$ cat src/rtl/match_controller.sv
// Pong match sequencer: serve countdown, rally, point scoring and win detection.
// Everything freezes while enable is low; ball_run is the only decoded output.
module match_controller #(
    parameter int SCORE_WIDTH = 4,
    parameter int WIN_SCORE   = 7,
    parameter int SERVE_DELAY = 60,
    parameter int CNT_WIDTH   = 8
) (
    input  logic                   clock,
    input  logic                   reset,
    input  logic                   enable,
    input  logic                   frame_tick,
    input  logic                   goal_left,
    input  logic                   goal_right,
    output logic [SCORE_WIDTH-1:0] score_left,
    output logic [SCORE_WIDTH-1:0] score_right,
    output logic                   ball_run,
    output logic                   ball_reset,
    output logic                   serve_dir,
    output logic                   game_over,
    output logic                   winner
);

    typedef enum logic [1:0] {
        ST_SERVE = 2'd0,
        ST_PLAY  = 2'd1,
        ST_POINT = 2'd2,
        ST_OVER  = 2'd3
    } state_t;

    localparam logic [SCORE_WIDTH-1:0] LP_WIN   = SCORE_WIDTH'(WIN_SCORE);
    localparam logic [CNT_WIDTH-1:0]   LP_DELAY = CNT_WIDTH'(SERVE_DELAY);
    localparam logic [CNT_WIDTH-1:0]   LP_ONE   = CNT_WIDTH'(1);

    state_t                 r_state, w_state_nxt;
    logic [CNT_WIDTH-1:0]   r_cnt, w_cnt_nxt;
    logic [SCORE_WIDTH-1:0] r_score_l, w_score_l_nxt;
    logic [SCORE_WIDTH-1:0] r_score_r, w_score_r_nxt;
    logic                   r_ball_reset, w_ball_reset_nxt;
    logic                   r_serve_dir, w_serve_dir_nxt;
    logic                   r_game_over, w_game_over_nxt;
    logic                   r_winner, w_winner_nxt;

    always_ff @(posedge clock) begin
        if (reset) begin
            r_state      <= ST_SERVE;
            r_cnt        <= LP_DELAY;
            r_score_l    <= '0;
            r_score_r    <= '0;
            r_ball_reset <= 1'b0;
            r_serve_dir  <= 1'b0;
            r_game_over  <= 1'b0;
            r_winner     <= 1'b0;
        end else begin
            r_state      <= w_state_nxt;
            r_cnt        <= w_cnt_nxt;
            r_score_l    <= w_score_l_nxt;
            r_score_r    <= w_score_r_nxt;
            r_ball_reset <= w_ball_reset_nxt;
            r_serve_dir  <= w_serve_dir_nxt;
            r_game_over  <= w_game_over_nxt;
            r_winner     <= w_winner_nxt;
        end
    end

    always_comb begin
        w_state_nxt      = r_state;
        w_cnt_nxt        = r_cnt;
        w_score_l_nxt    = r_score_l;
        w_score_r_nxt    = r_score_r;
        w_ball_reset_nxt = r_ball_reset;
        w_serve_dir_nxt  = r_serve_dir;
        w_game_over_nxt  = r_game_over;
        w_winner_nxt     = r_winner;

        if (enable) begin
            // ball_reset is only ever raised on the POINT->SERVE edge
            w_ball_reset_nxt = 1'b0;
            case (r_state)
                ST_SERVE: begin
                    if (frame_tick) begin
                        if (r_cnt == LP_ONE) w_state_nxt = ST_PLAY;
                        else                 w_cnt_nxt   = r_cnt - 1'b1;
                    end
                end
                ST_PLAY: begin
                    // simultaneous goals are treated as noise and dropped
                    if (goal_left && !goal_right) begin
                        if (r_score_r < LP_WIN) w_score_r_nxt = r_score_r + 1'b1;
                        w_serve_dir_nxt = 1'b0;
                        w_state_nxt     = ST_POINT;
                    end else if (goal_right && !goal_left) begin
                        if (r_score_l < LP_WIN) w_score_l_nxt = r_score_l + 1'b1;
                        w_serve_dir_nxt = 1'b1;
                        w_state_nxt     = ST_POINT;
                    end
                end
                ST_POINT: begin
                    if (r_score_r == LP_WIN || r_score_l == LP_WIN) begin
                        w_state_nxt     = ST_OVER;
                        w_game_over_nxt = 1'b1;
                        w_winner_nxt    = (r_score_r == LP_WIN);
                    end else begin
                        w_state_nxt      = ST_SERVE;
                        w_cnt_nxt        = LP_DELAY;
                        w_ball_reset_nxt = 1'b1;
                    end
                end
                ST_OVER: begin
                end
                default: begin
                    w_state_nxt      = ST_SERVE;
                    w_cnt_nxt        = LP_DELAY;
                    w_score_l_nxt    = '0;
                    w_score_r_nxt    = '0;
                    w_ball_reset_nxt = 1'b0;
                    w_serve_dir_nxt  = 1'b0;
                    w_game_over_nxt  = 1'b0;
                    w_winner_nxt     = 1'b0;
                end
            endcase
        end
    end

    assign score_left  = r_score_l;
    assign score_right = r_score_r;
    assign ball_run    = (r_state == ST_PLAY) && enable;
    assign ball_reset  = r_ball_reset;
    assign serve_dir   = r_serve_dir;
    assign game_over   = r_game_over;
    assign winner      = r_winner;

endmodule

$ cat config.mk
export PLATFORM = sky130hd
export DESIGN_NAME = match_controller
export DESIGN_NICKNAME = d
export VERILOG_FILES = /design/src/rtl/match_controller.sv
export SDC_FILE = /design/constraint.sdc
export NUM_CORES = 1
export LEC_CHECK = 0
export BUFFER_PORTS_ARGS = -buffer_cell sky130_fd_sc_hd__buf_4
export CAP_MARGIN = 25
export CELL_PAD_IN_SITES_DETAIL_PLACEMENT = 0
export CELL_PAD_IN_SITES_GLOBAL_PLACEMENT = 1
export CORE_MARGIN = 4
export CORE_UTILIZATION = 30
export CTS_CLUSTER_DIAMETER = 100
export DETAILED_ROUTE_END_ITERATION = 6
export PLACE_DENSITY_LB_ADDON = 0.3
export REMOVE_ABC_BUFFERS = 1
export SETUP_SLACK_MARGIN = 0.4
export SYNTH_ARGS = -nofsm -noshare
export SYNTH_HDL_FRONTEND = slang
export SYNTH_SLANG_ARGS = --single-unit
export TNS_END_PERCENT = 5
$ cat constraint.sdc
create_clock -name clock -period 1.7 [get_ports clock]
set_input_delay 0.34 -clock clock [delete_from_list [all_inputs] [get_ports clock]]
set_output_delay 0.34 -clock clock [all_outputs]
set_load 0.1 [all_outputs]
==> results.py, run 1 <==
metrics = {
    "run_status": {
        "status": "complete, no violations",
    },
    "logic_synthesis": {
        "ys_ff_latch": 22,
        "synthSimpleGateAreaFrac_pct": 28.2,
        "synth_xor_area_share_pct": 1.46,
        "syn_area_mm2": 0.00120,
        "synth_edf_count": 0,
        "netlist_instances": 142,
        "synth.distinct_cells": 37,
        "synth_top_family_by_area": "simple AND/OR/NAND/NOR gates",
        "syn_area_per_cell_um2": 8.48,
        "yosys-top-cells-count": "25 x nor2_1, 22 x dfxtp_1, 10 x ha_1",
        "synth_fa_ha_area_share_pct": 10.4,
        "muxShareOfSynthArea_pct": 4.37,
        "synth-compound-area-share_pct": 14.6,
        "synth.largest_area_cell": "dfxtp_1",
        "synth_flop_cell": "dfxtp_1",
        "yosys_warnings": 0,
        "yosysTopAreaCellShare_pct": 36.6,
        "synth_seq_area_share_pct": 36.6,
        "yosysMostFrequentCell": "nor2_1",
        "synth.area.top_cells": "dfxtp_1 37%, ha_1 10%, nor2_1 7.8%",
        "synth-async-reset-ratio_pct": 0,
    },
    "global_route": {
        "grt_overflow_total": 0,
        "antenna_found_initial": 0,
        "grt_pass1_wl_um": 5460,
        "grt_pass1_vias": 1258,
        "grt_usage_pct": 13.2,
        "grt_max_degree": 21,
    },
    "power_and_ir_drop": {
        "p_sw_share_pct": 21.9,
        "power_frac_comb_pct": 8.8,
        "p_switching_uw": 248,
        "clkPwrFrac_pct": 44.3,
        "p_per_area_mw_per_mm2": 601,
        "vdd_drop_max_mv": 0.351,
        "power_leakage_uw": 0.000732,
        "seqPwrFrac_pct": 46.9,
        "intPower_uw": 883,
    },
    "worst_setup_path": {
        "cp.required_ns": 1.36,
        "path_max_fanout": 4,
        "crit_family": "flip-flops",
        "critPathKind": "reg -> out",
        "critPathSlowestCell": "dfxtp_4",
        "worst_setup_path_start_kind": "register",
        "r2r_cells": 7,
        "end_kind": "output pin",
        "cp.buffers_inverters": 3,
        "r2r-end": "r_cnt[3]",
        "reg2reg_slack_ns": 0.05,
        "crit_arrival_ns": 1.32,
        "crit_chain": "inv_4 -> buf_6 -> ha_4 -> and2_4 -> buf_12",
        "r2r-start": "r_state[1]",
        "slowest_delay_ns": 0.39,
    },
    "place": {
        "dp_cells": 220,
        "io_buffers": 18,
        "dpl_cell_area_mm2": 0.00151,
        "dp_hpwl_um": 2270,
        "gp_congestion": 0.796,
    },
    "detailed_routing": {
        "drt_iter0_markers": 60,
        "dr.pass1.iters": 4,
        "via_per_inst": 5.09,
        "drc": 0,
        "ant_nets": 0,
        "wl_per_cell_um": 13.7,
        "drt-total-wl_um": 3160,
        "dr_total_vias": 1171,
    },
    "clock_tree": {
        "clk_path_buf_depth": 2,
        "cts_tree": "yes",
        "insertion_delay_ns": 0.27,
        "path_clk_slew_ns": 0.09,
        "numCtsBuffers": 3,
        "cts_max_level": 1,
        "cts-root-buf": "clkbuf_8",
        "clock-sinks": 22,
    },
    "floorplanning": {
        "dieWidth_um": 71.3,
        "die_area_mm2": 0.00509,
        "die_h_um": 71.3,
        "core_region_area_mm2": 0.00377,
        "rows": 22,
        "pin_count": 19,
        "start_util_pct": 31.9,
    },
    "finish": {
        "seqCellArea_um2": 458,
        "nets": 199,
        "finalInstanceArea_mm2": 0.00188,
        "final_cells": 230,
        "syn2layout_area_growth_pct": 56.4,
        "multi_input_area_um2": 867,
        "num-fill-cells": 341,
        "drive_above_1_share_pct": 46.2,
        "diodes": 0,
    },
    "timing": {
        "period_needed_ns": 1.66,
        "relSlewSlack_pct": 79.9,
        "tightestPinTransition_ns": 0.297,
        "setup_violations": 0,
        "maxSlewViolCount": 0,
        "rsz0062_at_grt": "yes",
        "max_clock_freq_ghz": 0.603,
        "period_share_pct": 97.6,
        "skew_ns": 0.00591,
        "hold_violations": 0,
    },
    "worst_hold_path": {
        "min_path_type": "in -> reg",
        "holdCritStartpoint": "reset",
        "hold_path_end": "score_right[0]",
        "holdPathStages": 2,
    },
    "job": {
        "maxCapViolCount": 0,
    },
}
how the worst max path moves through the flow:
| stage | startpoint | endpoint | slack [ns] | depth (start not counted) |
|---|---|---|---|---|
| floorplan | score_left[0] | r_state[1] | -0.60 | 5 |
| global placement | r_state[0] | r_cnt[2] | -0.02 | 7 |
| detailed placement | r_state[0] | r_cnt[4] | -0.1 | 7 |
| CTS | r_state[1] | ball_run | 0.06 | 5 |
| global route | r_state[1] | r_cnt[3] | -0.03 | 7 |
| finish | r_state[1] | ball_run | 0.04 | 5 |
registers in the layout, summed over array words and instances (netlist names):
| register | flops |
|---|---|
| game_over | 1 |
| ball_reset | 1 |
| r_state | 2 |
| serve_dir | 1 |
| score_right | 4 |
| score_left | 4 |
| winner | 1 |
| r_cnt | 8 |
worst register-to-register path: stages (launching register included):
cell and delay, ns:
dfxtp_4 0.39, inv_4 0.05, ha_4 0.15, mux2_4 0.29
nand4_1 0.16, nor2_2 0.08, buf_6 0.12, a221o_1 0.30
placed cells by master (no fill, tap or decap), types with 4 or more instances in the layout:
cell     instances
a21oi_1          7
buf_12           4
buf_4           31
buf_6            4
dfxtp_1         12
dfxtp_2          8
ha_1             6
ha_4             4
inv_1            6
nand2_1          9
nand3_1          7
nor2_1          22
logic make-up after synthesis:
| family | after synthesis |
|---|---|
| simple gates | 64 |
| xor+xnor | 2 |
| flops | 22 |
| fa+ha+maj | 10 |
| mux | 5 |
| buf+inv | 14 |
| compound gates | 25 |
timing repair:
item                                    4_1_cts  5_1_grt
pin swaps                                     7       16
endpoints found under the setup margin       30       31
hold buffers                                  0        0
gates resized for setup                      26       43
setup buffers                                 4        2
hold endpoints to repair                      0        0
per-stage QoR:
stage                     setup slack (ns)  utilization [%]  total power [uW]  TNS (ns)  hold slack [ns]
after global routing               -0.0265             49.9              1180   -0.0991            0.398
after floorplan                     -0.597                -               582     -6.70            0.409
final                               0.0409             49.9              1130         0            0.388
after global placement             -0.0156             39.9               626   -0.0443            0.456
after CTS                           0.0576             45.1              1130         0            0.380
after detailed placement           -0.0952             39.9               628    -0.263            0.466
power groups by stage:
stage | clock network (uW) | logic [uW] | registers [uW]
floorplan | 0 | 41.7 | 540
global placement | 0 | 84.7 | 541
detailed placement | 0 | 87.1 | 541
CTS | 507 | 91.9 | 530
global route | 539 | 112 | 532
finish | 501 | 99.7 | 531
cell type report:
class | count | share of cell area, %
Tap cell | 48 | 3.19
Inverter | 9 | 2.06
Timing Repair Buffer | 41 | 20.6
Sequential cell | 22 | 24.3
Clock buffer | 3 | 2.19
Multi-Input combinational cell | 106 | 46.0
Clock inverter | 1 | 1.59
per-layer routing:
layer | track usage [%] | vias to the layer above | part of all wire, %
met1 | 14.6 | 562 | 42
met5 | 0 | - | 0
met3 | 3.37 | 2 | 3.7
li1 | - | 588 | -
met4 | 2.92 | 0 | 0.44
met2 | 24.9 | 19 | 53
No activity file was read; power rests on OpenSTA's default activity.
==> run 2, diff against run 1 <==
--- a/config.mk
+++ b/config.mk
@@ -10,7 +10,7 @@
 export CELL_PAD_IN_SITES_DETAIL_PLACEMENT = 0
 export CELL_PAD_IN_SITES_GLOBAL_PLACEMENT = 1
 export CORE_MARGIN = 4
-export CORE_UTILIZATION = 30
+export CORE_UTILIZATION = 35
 export CTS_CLUSTER_DIAMETER = 100
 export DETAILED_ROUTE_END_ITERATION = 6
 export PLACE_DENSITY_LB_ADDON = 0.3
==> constraint.sdc (replaced) <==
create_clock -name clock -period 1.6 [get_ports clock]
set_input_delay 0.32 -clock clock [delete_from_list [all_inputs] [get_ports clock]]
set_output_delay 0.32 -clock clock [all_outputs]
set_load 0.1 [all_outputs]
==> results.py, run 2 (same netlist as run 1, synthesis figures left out) <==
metrics = {
    "clock_tree": {
        "clk_path_buf_depth": 2,
        "clock-sinks": 22,
        "cts_max_level": 1,
        "path_clk_slew_ns": 0.13,
        "cts_tree": "yes",
        "numCtsBuffers": 3,
        "insertion_delay_ns": 0.31,
        "cts-root-buf": "clkbuf_4",
        "postCtsHoldBufs": 0,
    },
    "run_status": {
        "violations": "setup timing",
        "status": "complete, but fails checks",
    },
    "timing": {
        "skew_ns": 0.00857,
        "maxSlewViolCount": 0,
        "max_clock_freq_ghz": 0.598,
        "period_share_pct": 104,
        "hold_violations": 0,
        "rsz0062_at_grt": "yes",
        "relSlewSlack_pct": 75.5,
        "tightestPinTransition_ns": 0.366,
        "fin_ws_ns": -0.0717,
        "finalSetupTns_ns": -0.306,
        "setup_violations": 6,
        "period_needed_ns": 1.67,
    },
    "place": {
        "dpl_cell_area_mm2": 0.00155,
        "gp_congestion": 0.801,
        "dp_hpwl_um": 2230,
        "pre_cts_slack_ns": -0.173,
        "io_buffers": 18,
    },
    "worst_setup_path": {
        "r2r-end": "r_cnt[4]",
        "worst_setup_path_start_kind": "register",
        "cp.required_ns": 1.81,
        "r2r-start": "r_state[1]",
        "slowest_delay_ns": 0.36,
        "end_kind": "register",
        "reg2reg_slack_ns": -0.07,
        "crit_chain": "buf_4 -> ha_4 -> mux2_4 -> nand4_1 -> nor2_2 -> buf_6 -> a221o_1",
        "path_max_fanout": 6,
        "crit_arrival_ns": 1.88,
        "r2r_cells": 7,
        "critPathSlowestCell": "dfxtp_2",
        "critPathKind": "reg -> reg",
    },
    "detailed_routing": {
        "drc": 0,
        "drt_iter0_markers": 52,
        "dr.pass1.iters": 4,
        "dr_total_vias": 1173,
        "wl_per_cell_um": 14.5,
        "drt-total-wl_um": 3360,
        "ant_nets": 0,
        "via_per_inst": 5.06,
    },
    "finish": {
        "fin_util_pct": 58.3,
        "finalInstanceArea_mm2": 0.00195,
        "syn2layout_area_growth_pct": 61.7,
        "num-fill-cells": 320,
        "final_cell_mix": "28 x buf_4, 23 x nor2_1, 13 x dfxtp_2",
        "nets": 203,
        "diodes": 0,
        "largest_reg_flops": 8,
        "final_common_cell": "buf_4",
        "drive_above_1_share_pct": 47.8,
        "regMostFlops": "r_cnt",
    },
    "job": {
        "maxCapViolCount": 0,
    },
    "floorplanning": {
        "dieWidth_um": 66.6,
        "die_h_um": 66.6,
        "core_region_area_mm2": 0.00334,
        "pin_count": 19,
        "start_util_pct": 36.1,
        "die_area_mm2": 0.00444,
        "rows": 21,
    },
    "worst_hold_path": {
        "holdCritStartpoint": "enable",
        "holdPathStages": 3,
        "min_path_type": "in -> reg",
        "hold_path_end": "winner",
    },
    "global_route": {
        "grt_overflow_total": 0,
        "grt_max_degree": 20,
        "grt_pass1_vias": 1249,
        "grt_usage_pct": 16.6,
        "antenna_found_initial": 0,
        "grt_pass1_wl_um": 5620,
    },
    "power_and_ir_drop": {
        "total_power_uw": 998,
        "power_leakage_uw": 0.000768,
        "vdd_drop_max_mv": 0.504,
        "p_per_area_mw_per_mm2": 513,
    },
}
## run 2: changes by cell type in the layout (fill, tap and decap cells not counted), moves of 2 or more
| cell | previous run | this run |
|---|---|---|
| buf_12 | 4 | 11 |
| dfxtp_2 | 8 | 13 |
| dfxtp_1 | 12 | 8 |
| buf_4 | 31 | 28 |
| clkbuf_4 | 0 | 3 |
| buf_6 | 4 | 6 |
| buf_8 | 2 | 0 |
| clkbuf_8 | 3 | 1 |
## run 2: through the flow
| step | std cells | hold slack, ns |
|---|---|---|
| after global placement | 224 | 0.451 |
| after detailed placement | 224 | 0.461 |
| after floorplan | 137 | 0.389 |
| after global routing | 232 | 0.333 |
| after CTS | 232 | 0.295 |
| final | 232 | 0.318 |
## run 2: worst max path at each step
stage	slack, ns	depth (start not counted)	start	to
detailed placement	-0.17	6	r_state[0]	r_state[1]
floorplan	-0.70	5	score_left[0]	r_state[1]
global placement	-0.1	6	r_state[0]	r_state[1]
global route	-0.13	5	r_state[1]	ball_run
CTS	-0.04	5	r_state[1]	ball_run
finish	-0.07	7	r_state[1]	r_cnt[4]
## run 2: worst max-delay path: cells and delay by family (launching register included)
| kind | cells | cell delay [ns] |
|---|---|---|
| AOI/OAI and AO/OA | 1 | 0.30 |
| muxes | 1 | 0.26 |
| and+or+nand+nor | 2 | 0.21 |
| buffers and inverters | 2 | 0.26 |
| adders and majority gates | 1 | 0.17 |
| DFF | 1 | 0.36 |
## run 2: power by group
group	leakage (uW)	internal [uW]	switching [uW]	total, uW
sequential	0.000185	554	8.69	563
clock	0.0000210	139	178	317
combinational	0.000562	57.9	60.7	119
## run 2: area by class of cell
| class | count | area (um2) | area share [%] |
|---|---|---|---|
| multi-input cells | 106 | 858 | 44.1 |
| repair buffers | 45 | 498 | 25.6 |
| flip-flops and latches | 22 | 460 | 23.7 |
| well taps | 46 | 57.6 | 2.96 |
| clock buffers | 4 | 36.3 | 1.86 |
| inverters | 9 | 36.3 | 1.86 |
## run 2: timing repair
item / 4_1_cts / 5_1_grt
gates resized for setup: 77 / 10
endpoints found under the setup margin: 35 / 35
pin swaps: 15 / 12
cloned: 0 / 0
buffers inserted: 4 / 0
## run 2: metal layers
layer | vias to the layer above | routed length [um] | track usage (%)
met4 | 0 | 23 | 5.33
met5 | - | 0 | 0
met3 | 2 | 120 | 3.37
met1 | 555 | 1510 | 19.4
li1 | 595 | - | -
met2 | 21 | 1710 | 29.8
